File: config.mk
export PLATFORM = sky130hd
export DESIGN_NAME = regfile_operand_fetch
export DESIGN_NICKNAME = d
export VERILOG_FILES = /design/src/rtl/regfile_operand_fetch_pkg.sv /design/src/rtl/regfile_operand_fetch_bypass_mux.sv /design/src/rtl/regfile_operand_fetch.sv
export SDC_FILE = /design/constraint.sdc
export NUM_CORES = 1
export LEC_CHECK = 0
export BUFFER_PORTS_ARGS = -buffer_cell sky130_fd_sc_hd__buf_2
export CORE_MARGIN = 5
export CORE_UTILIZATION = 40
export CTS_BUF_LIST = sky130_fd_sc_hd__clkbuf_8
export DETAILED_ROUTE_END_ITERATION = 7
export PLACE_DENSITY_LB_ADDON = 0.25
export SYNTH_ARGS = -nofsm -noshare
export SYNTH_HDL_FRONTEND = slang
export SYNTH_HIERARCHICAL = 1
export SYNTH_SLANG_ARGS = --single-unit
File: constraint.sdc
create_clock -name clk -period 3.7 [get_ports clk]
set_input_delay 0.185 -clock clk [delete_from_list [all_inputs] [get_ports clk]]
set_output_delay 0.185 -clock clk [all_outputs]
set_load 0.02 [all_outputs]
File: src/rtl/regfile_operand_fetch_pkg.sv
// Shared definitions for the operand-fetch stage: default widths, the bit
// positions of the rs1/rs2 fields in an RV32 instruction, and the stage FSM
// state encoding.
package regfile_operand_fetch_pkg;

  localparam int XLEN_DEF = 32;
  localparam int AW_DEF   = 5;
  localparam int INSTR_W  = 32;
  localparam int RS1_LSB  = 15;
  localparam int RS2_LSB  = 20;

  // EMPTY: nothing presented. FRESH: operands come from the RAM read issued in
  // the accept cycle. HELD: execute stalled, operands come from hold registers.
  typedef enum logic [1:0] {
    ST_EMPTY = 2'd0,
    ST_FRESH = 2'd1,
    ST_HELD  = 2'd2
  } state_e;

endpackage

File: src/rtl/regfile_operand_fetch_bypass_mux.sv
// operand_bypass_mux: builds one source operand (rs1 or rs2) for the
// operand-fetch stage.
//   clk, rstn     clock, asynchronous active-low reset
//   accept_i      instruction accepted this cycle
//   fresh_i       stage is in FRESH (RAM read data is current)
//   hold_en_i     stage holds its output into the next cycle
//   rs_in_i       source register of the instruction being accepted
//   rs_q_i        source register of the instruction currently presented
//   rdata_i       RAM read data (address was driven in the previous cycle)
//   wb_en_i, wb_addr_i, wb_data_i  writeback port
//   val_o         operand value presented to execute
module operand_bypass_mux
  import regfile_operand_fetch_pkg::*;
#(
  parameter int XLEN = XLEN_DEF,
  parameter int AW   = AW_DEF
) (
  input  logic            clk,
  input  logic            rstn,
  input  logic            accept_i,
  input  logic            fresh_i,
  input  logic            hold_en_i,
  input  logic [AW-1:0]   rs_in_i,
  input  logic [AW-1:0]   rs_q_i,
  input  logic [XLEN-1:0] rdata_i,
  input  logic            wb_en_i,
  input  logic [AW-1:0]   wb_addr_i,
  input  logic [XLEN-1:0] wb_data_i,
  output logic [XLEN-1:0] val_o
);

  logic            byp_hit_q, byp_hit_d;
  logic [XLEN-1:0] byp_data_q, byp_data_d;
  logic [XLEN-1:0] hold_q, hold_d;
  logic            cap_hit, live_hit;
  logic [XLEN-1:0] base;

  // The RAM returns the old value when it is written on the same edge it is
  // read, so a writeback coinciding with the accept must be captured here.
  assign cap_hit  = wb_en_i && (wb_addr_i == rs_in_i) && (rs_in_i != '0);
  assign live_hit = wb_en_i && (wb_addr_i == rs_q_i) && (rs_q_i != '0);

  assign base  = fresh_i ? (byp_hit_q ? byp_data_q : rdata_i) : hold_q;
  // x0 is hard-wired to zero whatever the RAM or writeback says.
  assign val_o = (rs_q_i == '0) ? '0 : (live_hit ? wb_data_i : base);

  always_comb begin
    byp_hit_d  = byp_hit_q;
    byp_data_d = byp_data_q;
    if (accept_i) begin
      byp_hit_d  = cap_hit;
      byp_data_d = wb_data_i;
    end
  end

  // Holding the presented value covers both the FRESH->HELD capture and any
  // writeback landing while stalled (val_o already reflects the live forward).
  assign hold_d = hold_en_i ? val_o : hold_q;

  always_ff @(posedge clk or negedge rstn) begin
    if (!rstn) begin
      byp_hit_q  <= 1'b0;
      byp_data_q <= '0;
      hold_q     <= '0;
    end else begin
      byp_hit_q  <= byp_hit_d;
      byp_data_q <= byp_data_d;
      hold_q     <= hold_d;
    end
  end

endmodule

File: src/rtl/regfile_operand_fetch.sv
// regfile_operand_fetch: operand-fetch stage in front of a 1-cycle-latency
// dual-read register-file RAM.
//   clk, rstn                 clock, asynchronous active-low reset
//   i_valid/o_ready           decode -> fetch handshake, i_instr/i_pc payload
//   i_flush                   drop held and incoming instruction
//   o_raddr1/o_raddr2         RAM read addresses (rs1/rs2 of i_instr)
//   i_rdata1/i_rdata2         RAM read data, one cycle after the address
//   i_wb_en/i_wb_addr/i_wb_data  writeback (also writes the RAM)
//   o_valid/i_ready           fetch -> execute handshake
//   o_instr/o_pc/o_rs1_val/o_rs2_val  presented instruction and operands
module regfile_operand_fetch
  import regfile_operand_fetch_pkg::*;
#(
  parameter int XLEN = XLEN_DEF,
  parameter int AW   = AW_DEF
) (
  input  logic               clk,
  input  logic               rstn,
  input  logic               i_valid,
  output logic               o_ready,
  input  logic [INSTR_W-1:0] i_instr,
  input  logic [XLEN-1:0]    i_pc,
  input  logic               i_flush,
  output logic [AW-1:0]      o_raddr1,
  output logic [AW-1:0]      o_raddr2,
  input  logic [XLEN-1:0]    i_rdata1,
  input  logic [XLEN-1:0]    i_rdata2,
  input  logic               i_wb_en,
  input  logic [AW-1:0]      i_wb_addr,
  input  logic [XLEN-1:0]    i_wb_data,
  output logic               o_valid,
  input  logic               i_ready,
  output logic [INSTR_W-1:0] o_instr,
  output logic [XLEN-1:0]    o_pc,
  output logic [XLEN-1:0]    o_rs1_val,
  output logic [XLEN-1:0]    o_rs2_val
);

  state_e               state_q, state_d;
  logic [INSTR_W-1:0]   instr_q, instr_d;
  logic [XLEN-1:0]      pc_q, pc_d;
  logic                 accept, fresh, hold_en;

  assign o_raddr1 = i_instr[RS1_LSB +: AW];
  assign o_raddr2 = i_instr[RS2_LSB +: AW];

  assign o_ready = !o_valid || i_ready;
  assign accept  = i_valid && o_ready && !i_flush;
  assign fresh   = (state_q == ST_FRESH);
  assign hold_en = (state_q != ST_EMPTY) && !i_ready && !i_flush;

  // State register
  always_ff @(posedge clk or negedge rstn) begin
    if (!rstn) begin
      state_q <= ST_EMPTY;
      instr_q <= '0;
      pc_q    <= '0;
    end else begin
      state_q <= state_d;
      instr_q <= instr_d;
      pc_q    <= pc_d;
    end
  end

  // Next-state logic; flush overrides everything
  always_comb begin
    state_d = state_q;
    if (i_flush) begin
      state_d = ST_EMPTY;
    end else begin
      case (state_q)
        ST_EMPTY: if (accept) state_d = ST_FRESH;
        ST_FRESH,
        ST_HELD: begin
          if (i_ready) state_d = accept ? ST_FRESH : ST_EMPTY;
          else         state_d = ST_HELD;
        end
        default:       state_d = ST_EMPTY;
      endcase
    end
  end

  always_comb begin
    instr_d = instr_q;
    pc_d    = pc_q;
    if (accept) begin
      instr_d = i_instr;
      pc_d    = i_pc;
    end
  end

  // Outputs
  always_comb begin
    o_valid = (state_q != ST_EMPTY);
    o_instr = instr_q;
    o_pc    = pc_q;
  end

  operand_bypass_mux #(.XLEN(XLEN), .AW(AW)) u_rs1 (
    .clk       (clk),
    .rstn      (rstn),
    .accept_i  (accept),
    .fresh_i   (fresh),
    .hold_en_i (hold_en),
    .rs_in_i   (i_instr[RS1_LSB +: AW]),
    .rs_q_i    (instr_q[RS1_LSB +: AW]),
    .rdata_i   (i_rdata1),
    .wb_en_i   (i_wb_en),
    .wb_addr_i (i_wb_addr),
    .wb_data_i (i_wb_data),
    .val_o     (o_rs1_val)
  );

  operand_bypass_mux #(.XLEN(XLEN), .AW(AW)) u_rs2 (
    .clk       (clk),
    .rstn      (rstn),
    .accept_i  (accept),
    .fresh_i   (fresh),
    .hold_en_i (hold_en),
    .rs_in_i   (i_instr[RS2_LSB +: AW]),
    .rs_q_i    (instr_q[RS2_LSB +: AW]),
    .rdata_i   (i_rdata2),
    .wb_en_i   (i_wb_en),
    .wb_addr_i (i_wb_addr),
    .wb_data_i (i_wb_data),
    .val_o     (o_rs2_val)
  );

endmodule

==> metrics.md <==
| Metric | Value |
|---|---|
| Status | complete, no violations |
| Initial antenna violation count | 6 |
| Utilization of the core after routing | ~50% |
| CTS clk-pin slew, worst paths | 110 ps |
| Critical path endpoint category | primary output |
| Grt ovf | 0 |
| Number of synthesized flops with an enable pin | 0 |
| Core ar. | just under 30000 sq um |
| Synth cell types | 42 |
| Synth-to-layout area growth | 23.9% |
| Vias | 11100 |
| Leading area contributor after synthesis | dfrtp_1 |
| CTS tree | done |
| # nets final | ~1800 |
| Fillers | between 2000 and 3000 |
| GRT Resource Usage Total | about a quarter |
| GR peak layer | met2 |
| Hold Fails Final Rpt | 0 |
| Setup_tns | 0 ps |
| Deepest clock path buffer count | 2 |
| CTS root buf | clkbuf_8 |
| Synth area leaders | dfrtp_1, a21oi_1, mux2_2 |
| Min Hold Slack | 53.7 ps |
| Worst-Margin Slew | ~1100 ps |
| FP Rows | between 60 and 70 |
| Max-cap viol count | 0 |
| RSZ-0062 raised after global routing | no |
| Worst Path Required | around 3500 ps |
| Leakage | between 0.006 and 0.007 uW |
| Met3 GRT Util | 4.32% |
| Cts bufs inserted | 17 |
| Detailed placer's ending HPWL | 26500 microns |
| H-tree depth | 4 |
| Crit Path Max Fanout | 34 |
| Pwr/cell area | around 570 nW/um^2 |
| Post-synth top area share | about two fifths |
| Post-Syn Nets | 1464 |
| Switching power | 3410 uW |
| Mean Syn Cell Area | 9.29 sq um |
| Slew HR | 28.0% |
| DRT antenna net count | 0 |
| Worst setup SP type | flip-flop |
| Clock Latency Late Sink | 500 ps |
| CTS Sinks | roughly 200 |
| Register area | 4910 sq um |
| Commonest non-fill, non-tap cell in the layout | buf_2 |
| Part of the power in the clock network | a little under a fifth |
| Commonest cells after routing, fill and taps aside | buf_2, dfrtp_1, a21oi_1 |
| Post-CTS Setup Inserts | 0 |
| Die extent in x | between 150 and 200 microns |
| Synth warn | 6 |
| Minimum clock period | roughly 2900 ps |
| Sw Share | 40.4% |
| Met2 Resource Use GR | about two fifths |
| Sequential share of the synthesized area | between 40% and 50% |
| Final setup violation count | 0 |
| Met1 usage | between 30% and 40% |
| Boundary pin count | 311 |
| Int Power | 5040 uW |
| RD Place Congestion | approximately 0.86 |
| Fmax | about 0.34 GHz |
| First-pass GRT wire length | approximately 64000 microns |
| Hold Crit Class | input port to flip-flop |
| Layout cells sized above 1 | approximately a third |
| First-pass DRT Iterations | 7 |
| Seq pwr share | ~37% |
| Iteration-0 DRC Markers | roughly 1100 |
| CP arrival | about 2800 ps |
| Gate power share | 44.0% |
| Asr flop ratio synth | 100% |
| Vias in the first global route | 11000 |
| Multi-input gate area | roughly 6200 sq um |
| Period utilisation layout | slightly below 80% |
| Clock skew | about 22 ps |
| Die Span Y | around 180 microns |
| Total Routed Length | between 40000 and 50000 microns |
| Via-to-Cell Ratio | roughly 5.5 |
| Cell Area, Synth | about 12000 sq um |
| PostCTS Resize Cnt | 0 |
| Initial core utilization | between 40 and 50% |
| Port Buf Inserts | between 300 and 400 |
| DIE AREA | 33500 sq um |
| Yosys reg bits | around 200 |
| Worst vdd ir | 303 uV |
| Wire per inst | between 20 and 25 microns |
| CP Class | flip-flop to primary output |
| Slew Limit Fails | 0 |
| Prevailing post-synth register cell | dfrtp_1 |
| Number of remaining DRC errors | 0 |
| Mapped Cells | about 1300 |
| Pin count of the biggest net entering global routing | 98 |
| Overall power | ~8500 uW |
[cells in the mapped netlist (5+ instances only)]
cell type / instances
dfrtp_1: 196
a21oi_1: 193
nand2_1: 132
nand3_1: 128
clkbuf_1: 84
mux2_2: 79
inv_1: 71
o21ai_0: 66
nor2_1: 65
mux2i_1: 64
mux2_4: 49
o221ai_1: 44
o221ai_2: 20
buf_2: 15
buf_4: 10
xnor2_1: 10
xor2_1: 8
clkbuf_2: 6
buf_12: 5
[state kept, by name, summed over array words and instances, names as in the netlist]
name	flops
o_instr	32
u_rs2/byp_hit_q	1
u_rs1/hold_q	32
u_rs2/hold_q	32
state_q	2
u_rs1/byp_hit_q	1
o_pc	32
u_rs1/byp_data_q	32
u_rs2/byp_data_q	32
[area by class of cell]
| type | count | area share, % |
|---|---|---|
| Clock inverter | 12 | 1.17 |
| Antenna cell | 6 | 0.101 |
| Inverter | 73 | 1.85 |
| Tap cell | 390 | 3.29 |
| Timing Repair Buffer | 408 | 17.2 |
| Sequential cell | 196 | 33.0 |
| Clock buffer | 20 | 1.85 |
| Multi-Input combinational cell | 890 | 41.5 |
[power by group through the flow]
stage	sequential, uW	clock, uW	combinational [uW]
after floorplan	3240	0	2360
after global placement	3120	0	3590
after detailed placement	3150	0	3630
after CTS	3110	1670	3710
after global routing	3190	1760	4060
final	3110	1620	3720
[critical path, stage by stage, from the launching register on]
cell and delay (ps):
dfrtp_1 450, clkinv_1 70, buf_4 360, and2_1 680, buf_4 370, a21oi_1 120, buf_2 180
[through the flow]
stage	area (sq um)	worst slack, ps	cells
2_1_floorplan	12000	1310	1290
3_3_place_gp	13700	1320	1887
3_5_place_dp	13700	1270	1887
4_1_cts	14800	731	1989
5_1_grt	14800	538	1995
6_report	14800	766	1995
[per-layer routing]
layer | share of wire, % | vias to the layer above
li1 | - | 5117
met1 | 44 | 5441
met2 | 48 | 438
met3 | 5.9 | 66
met4 | 2.6 | 0
met5 | 0 | -
[logic make-up (layout without fill, tap and decap cells)]
| kind of cell | count (synthesis) | in the layout | share of synthesized area, % |
|---|---|---|---|
| AOI/OAI and AO/OA | 331 | 331 | 17.0 |
| xor gates and xnor gates | 18 | 18 | 1.31 |
| adders and majority gates | 3 | 3 | 0.313 |
| buffers and inverters | 204 | 513 | 8.13 |
| DFF | 196 | 196 | 40.9 |
| muxes | 192 | 192 | 18.9 |
| other | 0 | 6 | 0 |
| and+or+nand+nor | 346 | 346 | 13.4 |
[final timing paths]
check | slack [ps] | depth (start not counted) | startpoint | endpoint
setup / recovery | 770 | 6 | o_instr[18] | o_rs1_val[22]
hold / removal | 50 | 2 | i_wb_data[15] | u_rs2/byp_data_q[15]
setup reg to reg | 1200 | 9 | state_q[0] | u_rs2/hold_q[11]
hold reg to reg | 510 | 1 | u_rs1/byp_data_q[4] | u_rs1/byp_data_q[4]
max in group asynchronous | 2400 | 3 | rstn | o_pc[19]
min in group asynchronous | 350 | 2 | rstn | o_instr[6]
[repair_timing]
action / 4_1_cts / 5_1_grt
setup endpoints to repair: 0 / 0
hold endpoints to repair: 161 / 0
hold buffers: 70 / 0
Power figures use the tool's default switching activity.
